===== config.mk =====
export PLATFORM = sky130hd
export DESIGN_NAME = serial_alu_flat
export DESIGN_NICKNAME = d
export VERILOG_FILES = /design/src/rtl/serial_alu_if.sv /design/src/rtl/serial_alu.sv /design/src/flat_wrapper.sv
export SDC_FILE = /design/constraint.sdc
export NUM_CORES = 1
export LEC_CHECK = 0
export BUFFER_PORTS_ARGS = -buffer_cell sky130_fd_sc_hd__buf_2
export CORE_AREA = 2 2 97 99
export CTS_CLUSTER_SIZE = 8
export DETAILED_ROUTE_END_ITERATION = 10
export DIE_AREA = 0 0 99 101
export PLACE_DENSITY = 0.8
export SYNTH_ARGS = -nofsm -noshare
export SYNTH_HDL_FRONTEND = slang
export SYNTH_SLANG_ARGS = --single-unit

===== constraint.sdc =====
create_clock -name clk -period 2.6 [get_ports clk]
set_input_delay 0.65 -clock clk [delete_from_list [all_inputs] [get_ports clk]]
set_output_delay 0.65 -clock clk [all_outputs]
set_load 0.005 [all_outputs]

===== src/rtl/serial_alu_if.sv =====
// ============================================================================
// Module      : serial_alu_if
// Description : Request/response bundle between an ALU op issuer and serial_alu.
// Revision    : 1.0 - initial release
// ============================================================================
`default_nettype none

interface serial_alu_if #(
    parameter int WIDTH = 32
);
    logic             req_valid;
    logic             req_ready;
    logic [WIDTH-1:0] a;
    logic [WIDTH-1:0] b;
    logic [2:0]       op;
    logic             resp_valid;
    logic             resp_ready;
    logic [WIDTH-1:0] result;
    logic             carryout;
    logic             zero;
    logic             overflow;

    modport master (
        output req_valid, a, b, op, resp_ready,
        input  req_ready, resp_valid, result, carryout, zero, overflow
    );

    modport slave (
        input  req_valid, a, b, op, resp_ready,
        output req_ready, resp_valid, result, carryout, zero, overflow
    );
endinterface

`default_nettype wire


===== src/rtl/serial_alu.sv =====
// ============================================================================
// Module      : serial_alu
// Description : Bit-serial 32-bit ALU, one result bit per clock, valid/ready I/O.
// Revision    : 1.0 - initial release
// ============================================================================
`default_nettype none

module serial_alu #(
    parameter int WIDTH = 32
) (
    input  wire logic       clk,
    input  wire logic       rst_n,
    serial_alu_if.slave     bus
);
    localparam int CW = (WIDTH > 1) ? $clog2(WIDTH) : 1;
    localparam logic [CW-1:0] c_LAST = CW'(WIDTH - 1);

    localparam logic [2:0] c_OP_ADD  = 3'b000;
    localparam logic [2:0] c_OP_SUB  = 3'b001;
    localparam logic [2:0] c_OP_XOR  = 3'b010;
    localparam logic [2:0] c_OP_SLT  = 3'b011;
    localparam logic [2:0] c_OP_AND  = 3'b100;
    localparam logic [2:0] c_OP_NAND = 3'b101;
    localparam logic [2:0] c_OP_NOR  = 3'b110;
    localparam logic [2:0] c_OP_OR   = 3'b111;

    localparam logic [1:0] c_S_IDLE  = 2'd0;
    localparam logic [1:0] c_S_SHIFT = 2'd1;
    localparam logic [1:0] c_S_DONE  = 2'd2;

    logic [1:0]       r_state;
    logic [1:0]       w_state_nxt;
    logic [WIDTH-1:0] r_a;
    logic [WIDTH-1:0] r_b;
    logic [2:0]       r_op;
    logic [CW-1:0]    r_cnt;
    logic             r_carry;
    logic [WIDTH-1:0] r_res;
    logic             r_co;
    logic             r_ovf;
    logic             r_zero;

    logic             w_req_ready;
    logic             w_resp_valid;
    logic             w_accept;
    logic             w_last;
    logic             w_binv;
    logic             w_b_eff;
    logic             w_sum;
    logic             w_cout;
    logic             w_ovf;
    logic             w_bit;
    logic             w_is_arith;
    logic             w_is_slt;
    logic [WIDTH-1:0] w_final;

    assign w_accept   = bus.req_valid && w_req_ready;
    assign w_last     = (r_cnt == c_LAST);
    assign w_is_arith = (r_op == c_OP_ADD) || (r_op == c_OP_SUB);
    assign w_is_slt   = (r_op == c_OP_SLT);
    // SLT is evaluated as a full a-b, so it shares the inverted-b path with SUB
    assign w_binv     = (r_op == c_OP_SUB) || w_is_slt;
    assign w_b_eff    = r_b[0] ^ w_binv;
    assign w_sum      = r_a[0] ^ w_b_eff ^ r_carry;
    assign w_cout     = (r_a[0] & w_b_eff) | (r_a[0] & r_carry) | (w_b_eff & r_carry);
    assign w_ovf      = r_carry ^ w_cout;

    always_comb begin
        w_bit = 1'b0;
        case (r_op)
            c_OP_ADD, c_OP_SUB, c_OP_SLT: w_bit = w_sum;
            c_OP_XOR:  w_bit = r_a[0] ^ r_b[0];
            c_OP_AND:  w_bit = r_a[0] & r_b[0];
            c_OP_NAND: w_bit = ~(r_a[0] & r_b[0]);
            c_OP_NOR:  w_bit = ~(r_a[0] | r_b[0]);
            c_OP_OR:   w_bit = r_a[0] | r_b[0];
            default:   w_bit = 1'b0;
        endcase
    end

    assign w_final = w_is_slt ? {{(WIDTH-1){1'b0}}, w_sum ^ w_ovf}
                              : {w_bit, r_res[WIDTH-1:1]};

    always_ff @(posedge clk or negedge rst_n) begin
        if (!rst_n) begin
            r_state <= c_S_IDLE;
        end else begin
            r_state <= w_state_nxt;
        end
    end

    always_comb begin
        w_state_nxt = r_state;
        case (r_state)
            c_S_IDLE:  if (bus.req_valid) w_state_nxt = c_S_SHIFT;
            c_S_SHIFT: if (w_last)        w_state_nxt = c_S_DONE;
            c_S_DONE:  if (bus.resp_ready) w_state_nxt = c_S_IDLE;
            default:   w_state_nxt = c_S_IDLE;
        endcase
    end

    always_comb begin
        w_req_ready  = 1'b0;
        w_resp_valid = 1'b0;
        case (r_state)
            c_S_IDLE: w_req_ready  = 1'b1;
            c_S_DONE: w_resp_valid = 1'b1;
            default: begin
                w_req_ready  = 1'b0;
                w_resp_valid = 1'b0;
            end
        endcase
    end

    always_ff @(posedge clk or negedge rst_n) begin
        if (!rst_n) begin
            r_a     <= '0;
            r_b     <= '0;
            r_op    <= 3'b000;
            r_cnt   <= '0;
            r_carry <= 1'b0;
            r_res   <= '0;
            r_co    <= 1'b0;
            r_ovf   <= 1'b0;
            r_zero  <= 1'b0;
        end else if (w_accept) begin
            r_a     <= bus.a;
            r_b     <= bus.b;
            r_op    <= bus.op;
            r_cnt   <= '0;
            r_carry <= (bus.op == c_OP_SUB) || (bus.op == c_OP_SLT);
        end else if (r_state == c_S_SHIFT) begin
            r_a     <= r_a >> 1;
            r_b     <= r_b >> 1;
            r_carry <= w_cout;
            if (w_last) begin
                r_res  <= w_final;
                r_co   <= w_is_arith & w_cout;
                r_ovf  <= w_is_arith & w_ovf;
                r_zero <= (w_final == '0);
            end else begin
                r_cnt  <= r_cnt + 1'b1;
                r_res  <= {w_bit, r_res[WIDTH-1:1]};
            end
        end
    end

    assign bus.req_ready  = w_req_ready;
    assign bus.resp_valid = w_resp_valid;
    assign bus.result     = r_res;
    assign bus.carryout   = r_co;
    assign bus.overflow   = r_ovf;
    assign bus.zero       = r_zero;

endmodule

`default_nettype wire


===== src/flat_wrapper.sv =====
// flat-port wrapper written by rule: the top's interface ports become plain ports
module serial_alu_flat 
#(
    parameter int WIDTH = 32
)
  (clk, rst_n, bus_req_valid, bus_a, bus_b, bus_op, bus_resp_ready, bus_req_ready, bus_resp_valid, bus_result, bus_carryout, bus_zero, bus_overflow);
  serial_alu_if #(.WIDTH(WIDTH)) bus_i ();
  input  wire logic clk;
  input  wire logic rst_n;
  input wire logic [$bits(bus_i.req_valid)-1:0] bus_req_valid;
  input wire logic [$bits(bus_i.a)-1:0] bus_a;
  input wire logic [$bits(bus_i.b)-1:0] bus_b;
  input wire logic [$bits(bus_i.op)-1:0] bus_op;
  input wire logic [$bits(bus_i.resp_ready)-1:0] bus_resp_ready;
  output wire logic [$bits(bus_i.req_ready)-1:0] bus_req_ready;
  output wire logic [$bits(bus_i.resp_valid)-1:0] bus_resp_valid;
  output wire logic [$bits(bus_i.result)-1:0] bus_result;
  output wire logic [$bits(bus_i.carryout)-1:0] bus_carryout;
  output wire logic [$bits(bus_i.zero)-1:0] bus_zero;
  output wire logic [$bits(bus_i.overflow)-1:0] bus_overflow;
  assign bus_i.req_valid = bus_req_valid;
  assign bus_i.a = bus_a;
  assign bus_i.b = bus_b;
  assign bus_i.op = bus_op;
  assign bus_i.resp_ready = bus_resp_ready;
  assign bus_req_ready = bus_i.req_ready;
  assign bus_resp_valid = bus_i.resp_valid;
  assign bus_result = bus_i.result;
  assign bus_carryout = bus_i.carryout;
  assign bus_zero = bus_i.zero;
  assign bus_overflow = bus_i.overflow;
  serial_alu #(.WIDTH(WIDTH)) u_core (.clk(clk), .rst_n(rst_n), .bus(bus_i));
endmodule

==> reports/qor.yml <==
status: "completed"
drc: 0
netlist_area_um2: 4740
gp_congestion: 0.782
setup_violations: 0
holdWs_ns: 0.264
avgSynthCellArea_um2: 11.0
clock_latency_ns: 0.35
end_kind: "register"
ys_async_sr_fraction_pct: 100
grtUsageTotal_pct: 20.2
hold_viol: 0
period_share_pct: 77.5
synth_top_area_share_pct: 58.1
path_class: "register to register"
synth_warnings: 0
ctsHtreeMaxLevel: 3
cap_violations: 0
drt_iter0_drc: 137
first_global_vias: 3479
initial_core_util_pct: 52.8
tns_ns: 0
hold_class: "primary input to async pin"
clock_tree.buffer_depth: 2
fin_skew_ns: 0.0133
arrival_ns: 2.25
clk_pin_slew_ns: 0.10
final_nets: 608
drtAntennaViolNets: 0
antennaDiodeCount: 0
postCtsSetupRepairBufs: 0
clkSinkCount: 110
fmax_ghz: 0.497
syn_nets: 509
die_w_um: 99
synth_cell_type_count: 36
rows: 35
yosys.area.top_type: "dfrtp_1"
ys_seq_area_share_pct: 58.1
dieArea_um2: 10000
cp-start-kind: "register"
slew_headroom_pct: 61.4
grt_pass1_wl_um: 16500
core_um2: 8980
antenna_found_initial: 1
grt_max_degree: 61
viasPerCell: 5.57
p_leak_nw: 2.85
required_ns: 2.84
worstMarginPinSlew_ns: 0.578
die_y_um: 101
cts_tree: "built"
drive_above_1_share_pct: 26.5
synth-edff-count: 0
period_minus_slack_ns: 2.01
rsz0062_at_grt: "no"
wirelength_um: 9740
ir_drop_v: 0.000566
holdBufCountCts: 0
dp_hpwl_um: 6780
place_area_um2: 5320
synthTopCellsByArea: "dfrtp_1 (58%), nand2_1 (10%), a22oi_1 (9.5%), a22o_1 (6.1%), buf_2 (1.5%)"
numCtsBuffers: 9
powerDensity_nw_per_um2: 1170
slew_violations: 0
io_buffer_count: 107
cts_resized: 0
synth_flop_cell: "dfrtp_1"
vias: 3604
dr.pass1.iters: 4
area_delta_synth_final_pct: 16.5
clockRootBuffer: "clkbuf_8"
syn_inst: 432
critPathMaxFanout: 6
floorplan.io_pins: 108
gr-total-overflow: 0
post-route-cell-area_um2: 5520
ys_ff_latch: 110
wl_per_cell_um: 15.0
kinds of logic (layout without fill, tap and decap cells):
kind of cell | Yosys count | after routing | share of synthesized area [%]
adders and majority gates | 6 | 6 | 1.90
AOI/OAI and AO/OA | 106 | 106 | 17.5
buffers and inverters | 36 | 140 | 4.81
xor gates and xnor gates | 5 | 5 | 0.924
DFF | 110 | 110 | 58.1
and+or+nand+nor | 161 | 161 | 15.0
muxes | 8 | 8 | 1.80
registers in the layout, summed over array words and instances (netlist names):
register,flops
u_core.r_op,3
u_core.r_a,32
u_core.bus.zero,1
u_core.r_b,32
u_core.bus.result,32
u_core.r_carry,1
u_core.bus.carryout,1
u_core.bus.overflow,1
u_core.r_cnt,5
u_core.r_state,2
worst paths after layout:
path / cells after the start / to / slack [ns] / startpoint
setup / recovery: 7 / u_core.bus.result[31]$_DFFE_PN0P_ / 0.59 / u_core.r_op[2]$_DFFE_PN0P_
hold / removal: 1 / u_core.bus.result[4]$_DFFE_PN0P_ / 0.26 / rst_n
setup reg to reg: 7 / u_core.bus.result[31]$_DFFE_PN0P_ / 0.59 / u_core.r_op[2]$_DFFE_PN0P_
hold reg to reg: 2 / u_core.r_b[4]$_DFFE_PN0P_ / 0.49 / u_core.r_b[4]$_DFFE_PN0P_
max in group asynchronous: 2 / u_core.bus.result[17]$_DFFE_PN0P_ / 1.67 / rst_n
min in group clk: 2 / u_core.r_state[1]$_DFFE_PN0P_ / 0.48 / bus_resp_ready
per-stage QoR:
step                      setup slack, ns  utilization, %  power [W]  instances
after global routing                0.396            61.5    0.00699        647
after detailed placement            0.559            59.3    0.00551        631
final                               0.586            61.5    0.00645        647
after floorplan                     0.736               -    0.00480        432
after CTS                           0.578            61.5    0.00652        647
after global placement              0.620            59.3    0.00534        631
synthesized netlist by cell type, types with 5 or more instances:
cell and n:
buf_6 6, nor2_1 5, a22o_1 33, inv_1 7
buf_4 8, a22oi_1 60, nor4_1 7, nand2_1 128
buf_2 14, dfrtp_1 110
power by group:
part,switching [W],internal [W]
combinational,0.00123,0.00115
sequential,0.000586,0.00248
clock,0.000558,0.000453
total,0.00237,0.00408
critical path, stage by stage (launching register included):
cell     delay [ns]
dfrtp_1        0.45
nor2b_1        0.27
xnor2_1        0.17
fa_1           0.56
inv_1          0.04
mux2i_1        0.12
mux2i_1        0.10
a22o_1         0.21
layout by cell type, fill, tap and decap left out, types with 2 or more instances in the layout:
master and count:
nor3_1 4, nand4_1 2, ha_1 4, buf_2 106
fa_1 2, nor3b_4 2, dfrtp_1 110, mux2i_1 4
mux2_2 4, a21oi_1 2, a221o_1 2, inv_6 2
clkbuf_8 9, o21ai_0 3, nand3b_1 2, nor4_1 7
xor2_1 4, nor2_1 5, nand2_1 128, buf_12 2
inv_1 7, o21ai_1 3, buf_4 9, a22oi_1 60
o41ai_1 2, a22o_1 33, nand2b_1 3
metal layers:
layer | vias up | share of wire [%] | GRT usage (%)
met4 | 2 | 1.1 | 6.22
met3 | 10 | 6.0 | 4.51
met5 | - | 0.13 | 0
met1 | 1766 | 45 | 27.9
li1 | 1727 | - | -
met2 | 99 | 48 | 32.4
final cells by class:
type / instances / area, um2
flip-flops and latches: 110 / 2750
inverters: 7 / 26.3
multi-input cells: 286 / 1770
clock inverters: 6 / 68.8
well taps: 111 / 139
clock buffers: 10 / 128
repair buffers: 117 / 638
fillers: 744 / 3460
Note: power is estimated with default switching activity, not from simulation.
